## config.mk

```make
export PLATFORM = sky130hd
export DESIGN_NAME = uart_tx_arbiter
export DESIGN_NICKNAME = d
export VERILOG_FILES = /design/src/rtl/uart_tx_arbiter.sv
export SDC_FILE = /design/constraint.sdc
export NUM_CORES = 1
export LEC_CHECK = 0
export BUFFER_PORTS_ARGS = -buffer_cell sky130_fd_sc_hd__buf_2
export CELL_PAD_IN_SITES_DETAIL_PLACEMENT = 1
export CELL_PAD_IN_SITES_GLOBAL_PLACEMENT = 1
export CORE_MARGIN = 8
export CORE_UTILIZATION = 37
export DETAILED_ROUTE_END_ITERATION = 8
export GPL_TIMING_DRIVEN = 1
export MAX_ROUTING_LAYER = met4
export PLACE_DENSITY = 0.88
export SLEW_MARGIN = 0
export SYNTH_ARGS = -nofsm -noshare
export SYNTH_HDL_FRONTEND = slang
export SYNTH_SLANG_ARGS = --single-unit
export TNS_END_PERCENT = 1
```

## constraint.sdc

```tcl
create_clock -name clk -period 2.5 [get_ports clk]
set_clock_uncertainty 0.05 [all_clocks]
set_input_delay 0 -clock clk [delete_from_list [all_inputs] [get_ports clk]]
set_output_delay 0 -clock clk [all_outputs]
set_load 0.1 [all_outputs]
```

## src/rtl/uart_tx_arbiter.sv

```systemverilog
// uart_tx_arbiter: round-robin, message-locked sharing of one UART TX between NREQ byte sources,
// with a forced inter-message gap and a stall timeout.
module uart_tx_arbiter #(
  parameter int NREQ       = 3,
  parameter int GAP_CYCLES = 217,
  parameter int TIMEOUT    = 4096
) (
  input  logic                    clk,
  input  logic                    rst_n,
  input  logic [NREQ-1:0]         req_valid_i,
  input  logic [NREQ*8-1:0]       req_data_i,
  input  logic [NREQ-1:0]         req_last_i,
  output logic [NREQ-1:0]         req_ready_o,
  output logic                    tx_valid_o,
  output logic [7:0]              tx_data_o,
  input  logic                    tx_ready_i,
  output logic [$clog2(NREQ)-1:0] grant_id_o,
  output logic                    busy_o,
  output logic                    timeout_err_o
);
  localparam int IW = $clog2(NREQ);
  localparam int CW = $clog2((TIMEOUT > GAP_CYCLES ? TIMEOUT : GAP_CYCLES) + 1);
  typedef enum logic [1:0] {IDLE, XFER, GAP} state_t;
  state_t        state_q;
  logic [IW-1:0] gnt_q, last_q, pick, idx;
  logic [CW-1:0] cnt_q;
  logic          timeout_err_q, xfer, sel_valid, hs, stall;
  assign xfer          = state_q == XFER;
  assign sel_valid     = req_valid_i[gnt_q];
  assign hs            = xfer && sel_valid && tx_ready_i;
  assign stall         = xfer && !sel_valid && cnt_q == CW'(TIMEOUT - 1);
  assign tx_valid_o    = xfer && sel_valid;
  assign tx_data_o     = xfer ? req_data_i[8*gnt_q +: 8] : 8'h00;
  assign req_ready_o   = (xfer && tx_ready_i) ? (NREQ'(1) << gnt_q) : '0;
  assign grant_id_o    = gnt_q;
  assign busy_o        = state_q != IDLE;
  assign timeout_err_o = timeout_err_q;
  // Scan downward so the nearest requester after last_q is the one that sticks.
  always_comb begin
    pick = last_q;
    idx  = '0;
    for (int k = NREQ; k >= 1; k--) begin
      idx = IW'((int'(last_q) + k) % NREQ);
      if (req_valid_i[idx]) pick = idx;
    end
  end
  always_ff @(posedge clk or negedge rst_n) begin
    if (!rst_n) begin
      state_q       <= IDLE;
      gnt_q         <= '0;
      last_q        <= IW'(NREQ - 1);
      cnt_q         <= '0;
      timeout_err_q <= 1'b0;
    end else begin
      timeout_err_q <= 1'b0;
      case (state_q)
        IDLE: if (|req_valid_i) begin
          gnt_q   <= pick;
          last_q  <= pick;
          cnt_q   <= '0;
          state_q <= XFER;
        end
        XFER: if (hs && req_last_i[gnt_q]) begin
          cnt_q   <= '0;
          state_q <= (GAP_CYCLES == 0) ? IDLE : GAP;
        end else if (stall) begin
          timeout_err_q <= 1'b1;
          cnt_q         <= '0;
          state_q       <= (GAP_CYCLES == 0) ? IDLE : GAP;
        end else begin
          cnt_q <= sel_valid ? '0 : cnt_q + CW'(1);
        end
        GAP: if (cnt_q == CW'(GAP_CYCLES - 1)) begin
          cnt_q   <= '0;
          state_q <= IDLE;
        end else begin
          cnt_q <= cnt_q + CW'(1);
        end
        default: state_q <= IDLE;
      endcase
    end
  end
endmodule

```

Word-level counts from Yosys, hierarchy flattened
Cells that the tools add are included.
- add/sub/neg operators: 4
- shifts and indexed selects: 2
- reduce and logical (&&, ||, !) cells: 14
- order comparisons: 4
- muxes and demuxes: 29
- equality and inequality tests: 7
- div/mod/pow operators: 3
- operators by type and width (operator ; count):
    32-bit by 3-bit modulo with 32-bit output, second input constant ; 3
    13-bit 2-to-1 mux ; 5
    13-bit case mux with 3 select lines ; 1
    24-bit by 6-bit indexed part select with 8-bit output ; 1
    2-bit 2-to-1 mux ; 7
    13-bit by 1-bit adder with 13-bit output, second input constant ; 1
    13-bit by 12-bit == test with 1-bit output, second input constant ; 1
    13-bit by 8-bit == test with 1-bit output, second input constant ; 1
    2-bit by 3-bit less-than comparator with 1-bit output, second input constant ; 4
    1-bit binary-select mux with 2-bit select ; 5
    1-bit 2-to-1 mux ; 8
    8-bit 2-to-1 mux ; 1
    2-bit by 2-bit adder with 3-bit output, second input constant ; 2
    1-bit logical AND ; 6
    2-bit case mux with 3 select lines ; 1
    2-bit != test, second input constant ; 2
    2-bit AND reduction ; 2
    2-bit by 1-bit adder with 3-bit output, second input constant ; 1
    3-bit 2-to-1 mux ; 1
    3-bit by 1-bit != test with 1-bit output, second input constant ; 1
    3-bit AND reduction ; 1
    3-bit nonzero test ; 1
    3-bit OR reduction ; 1
    1-bit by 2-bit left shift with 3-bit output, first input constant ; 1
    other kinds (5) ; 5
- output and inout bits: 16
- bits in registers: 20
- logic and storage cells: 68

Longest topological paths before layout
- depth in word-level cells: 8
- depth in mapped cells: 7

Worst setup path after synthesis
No wires, ideal clock.
- kind: reg2out
- from: register gnt_q[1] (netlist: grant_id_o[1])
- to: output port req_ready_o[2]
- required time: 2450 ps
- buffers on the path: 2
- setup slack: -1444 ps
- arrival time: 3894 ps
- stages on the path, launching flop included: 4
- cell sequence: dfrtp_1 > buf_2 > buf_1 > nor3b_1
- cells in the longest elaborated chain, start to end: 2
- RTL lines (what ; RTL line ; source):
    start, declared ; 25 ; logic [IW-1:0] gnt_q, last_q, pick, idx;
    start signal, assigned ; 58 ; gnt_q <= pick;
    1-bit by 2-bit left shift with 3-bit output ; 34 ; assign req_ready_o = (xfer && tx_ready_i) ? (NREQ'(1) << gnt_q) : '0;
    3-bit 2-to-1 mux ; 34 ;
    end, declared ; 13 ; output logic [NREQ-1:0] req_ready_o,
Every way passes these cells.

Final worst setup path
- from: register cnt_q[8]
- to: register cnt_q[2]
- cells in the longest elaborated chain, start to end: 5
- elaborated cells between the ends (all ways): 7
- classes of those cells: eq/ne: 2; mux: 4; reduce/logical: 1
- RTL lines (what ; RTL line ; source):
    start, declared ; 26 ; logic [CW-1:0] cnt_q;
    start signal, assigned ; 71 ; cnt_q <= sel_valid ? '0 : cnt_q + CW'(1);
    start signal, assigned ; 77 ; cnt_q <= cnt_q + CW'(1);
    13-bit by 12-bit == test with 1-bit output ; 31 ; assign stall = xfer && !sel_valid && cnt_q == CW'(TIMEOUT - 1);
    1-bit logical AND ; 31 ;
    13-bit 2-to-1 mux ; 66 ; end else if (stall) begin
    13-bit 2-to-1 mux ; 63 ; XFER: if (hs && req_last_i[gnt_q]) begin
    13-bit case mux with 3 select lines * ; 56 ; case (state_q)
Every way passes the cells marked *; elsewhere a longest branch is shown, timed or not.
A chain may end at the register's enable or synchronous reset.

==> impl_metrics.tcl <==
set metrics [dict create \
    status "finished, final reports clean" \
    design_area_um2 1964 \
    synth_area_leaders "dfrtp_1, mux2i_1, ha_1" \
    tightest_slew_ns 0.5803 \
    critPathSlowestCell "or4_4" \
    initial_core_util_pct 38.51 \
    clk_pin_slew_ns 0.08 \
    first_pass_iters 4 \
    worstPathMaxFanout 6 \
    synthTopCellsByCount "nor2_1, a21oi_1, dfrtp_1, inv_1, nand2_1" \
    regArea_um2 476.7 \
    cts_resized 0 \
    fin_nets 287 \
    post-route-period-util_pct 91.68 \
    io_buffers 48 \
    wirelength_um 5195 \
    syn_nets 234 \
    finalWorstSetupSlack_ns 0.2079 \
    fp.dieH_um 80.76 \
    ys_seq_elements 19 \
    synth_top_area_share_pct 29.03 \
    cts_buffers 3 \
    multiInputGateArea_um2 1017 \
    crit_path_max_incr_delay_ns 0.57 \
    slew_violations 0 \
    grt_pass1_vias 1719 \
    fmax_ghz 0.4363 \
    cp_top_family "compound AO/OA/AOI/OAI gates" \
    yosys_warnings 0 \
    synth_most_common_cell "nor2_1" \
    relSlewSlack_pct 61.32 \
    dieWidth_um 80.76 \
    htreeDepth 1 \
    crit_type "reg -> reg" \
    wl_per_cell_um 17.61 \
    place_hpwl_um 4105 \
    seq_area_frac_synth_pct 30.73 \
    synthCells 193 \
    irDropWorstVdd_mv 0.4326 \
    row_count 23 \
    rsz0062_at_grt "false" \
    post-cts-setup-buffers 0 \
    fin_crit_ns 2.292 \
    post-place-ws_ns 0.2529 \
    syn_area_per_cell_um2 8.039 \
    dieArea_um2 6521 \
    crit_path_cell_trace "or4_4, o41ai_2, o31ai_4, buf_4, a31oi_1, o22ai_1" \
    power.total_uw 2705 \
    grt_usage_pct 16.21 \
    synth_edf_count 0 \
    clk_latency_ns 0.26 \
    post_drt_via_cell_ratio 5.600 \
    drc 0 \
    crit_arrival_ns 2.37 \
    ant_nets 0 \
    drv_cap 0 \
    synthArstFlopShare_pct 100.0 \
    startpoint_type "flop" \
    leakage_uw 0.0008919 \
    fill_cells 519 \
    routabilityCongestion 0.8433 \
    drt-initial-drc-count 99 \
    tritoncts "done" \
    setup_violations 0 \
    end_kind "flop" \
    critPathRequiredTime_ns 2.58 \
    ctsRootBufferMaster "clkbuf_8" \
    vias 1652 \
    finalHoldViolations 0 \
    io_pins 49 \
    holdWs_ns 0.04835 \
    synth_area_leader_cell "dfrtp_1" \
    cts_max_path_buffers 2 \
    synth_ff_type "dfrtp_1" \
    cts.sinks 19 \
    grt_start_max_net_pins 20 \
    powerDensity_nw_per_um2 1377 \
    drive_above_1_share_pct 29.39 \
    diodes 0 \
    netlist_area_um2 1551 \
    crit_buf_inv 1 \
    grt_overflow_total 0 \
    antenna_found_initial 0 \
    area_growth_pct 26.61 \
    grt_pass1_wl_um 8342 \
    final_util_pct 48.76 \
    yosysUniqueCellTypes 48 \
    dpl-instance-area_um2 1909 \
    worstHoldPathType "in -> reg" \
    core_area_um2 4029 \
]
==> layout make-up <==
type                       count  area share (%)
timing repair buffer          55           15.03
multi-input combinational    149           51.78
tap                           50           3.185
clock buffer                   4           2.293
sequential                    19           24.27
inverter                      18           3.439
==> cell families after synthesis <==
| kind of cell | Yosys count | synth area share (%) |
|---|---|---|
| adder cells (fa/ha/maj) | 8 | 6.452 |
| multiplexers | 11 | 7.097 |
| buffers and inverters | 25 | 6.370 |
| flip-flops | 19 | 30.73 |
| AND/OR/NAND/NOR | 73 | 23.87 |
| AO/OA/AOI/OAI | 54 | 23.79 |
| XOR/XNOR | 3 | 1.694 |
==> worst reg2reg max path: stages, from the launching register on <==
cell and delay (ns):
dfrtp_1 0.45, or4_4 0.57, o41ai_2 0.43, o31ai_4 0.17, buf_4 0.19, a31oi_1 0.18, o22ai_1 0.13
==> path summary, 6_finish.rpt <==
path                                             from                        end  slack [ns]  cells after the start
worst max register to register   cnt_q[8]$_DFFE_PN0P_       cnt_q[2]$_DFFE_PN0P_        0.21                      6
min in group asynchronous                       rst_n       cnt_q[5]$_DFFE_PN0P_        0.16                      2
worst min-delay path                   req_valid_i[1]  grant_id_o[0]$_DFFE_PN0P_        0.05                      3
worst min register to register  last_q[1]$_DFFE_PN1P_      last_q[1]$_DFFE_PN1P_        0.48                      2
worst max-delay path             cnt_q[8]$_DFFE_PN0P_       cnt_q[2]$_DFFE_PN0P_        0.21                      6
max in group asynchronous                       rst_n      last_q[1]$_DFFE_PN1P_        1.89                      2
==> timing repair <==
action	in CTS	in global routing
endpoints found under the hold margin	19	0
setup endpoints to repair	0	0
hold buffers	1	0
==> cells in the final DEF (no fill, tap or decap), types with 3 or more instances in the layout <==
| cell | n |
|---|---|
| nor2_2 | 5 |
| o31ai_1 | 3 |
| nand2_1 | 17 |
| mux2i_1 | 11 |
| o22ai_1 | 7 |
| xnor2_1 | 3 |
| nor3_1 | 3 |
| clkbuf_8 | 3 |
| o21ai_0 | 5 |
| a21oi_1 | 18 |
| buf_2 | 48 |
| nor2_1 | 15 |
| ha_1 | 8 |
| dfrtp_1 | 18 |
| nand4_1 | 6 |
| a31oi_1 | 7 |
| nand3_1 | 7 |
| inv_1 | 17 |
| buf_4 | 6 |
==> per-layer routing <==
metal / wire [µm] / GRT usage [%] / part of all wire (%) / vias up
met2: 2833 / 28.31 / 55 / 25
met1: 2182 / 19.32 / 42 / 808
met5: 0 / - / 0 / -
met3: 144 / 2.539 / 2.8 / 5
li1: - / - / - / 814
met4: 34 / 2.857 / 0.65 / 0
==> flip-flops by register name, summed over array words and instances, names as in the netlist <==
name           flops
grant_id_o         2
state_q            2
timeout_err_o      1
cnt_q             13
last_q             1
==> where the power goes <==
| group | internal (µW) | switching, µW | total [µW] | leakage, µW |
|---|---|---|---|---|
| Sequential | 360 | 45.2 | 405 | 0.000255 |
| Combinational | 515 | 1560 | 2070 | 0.000614 |
| Clock | 114 | 113 | 227 | 0.0000228 |
| Total | 989 | 1720 | 2710 | 0.000892 |
==> stage by stage <==
step                TNS (ns)  cells
floorplan             -2.429    193
global placement           0    290
CTS                        0    295
detailed placement         0    290
global route               0    295
finish                     0    295
Power figures use the tool's default switching activity.
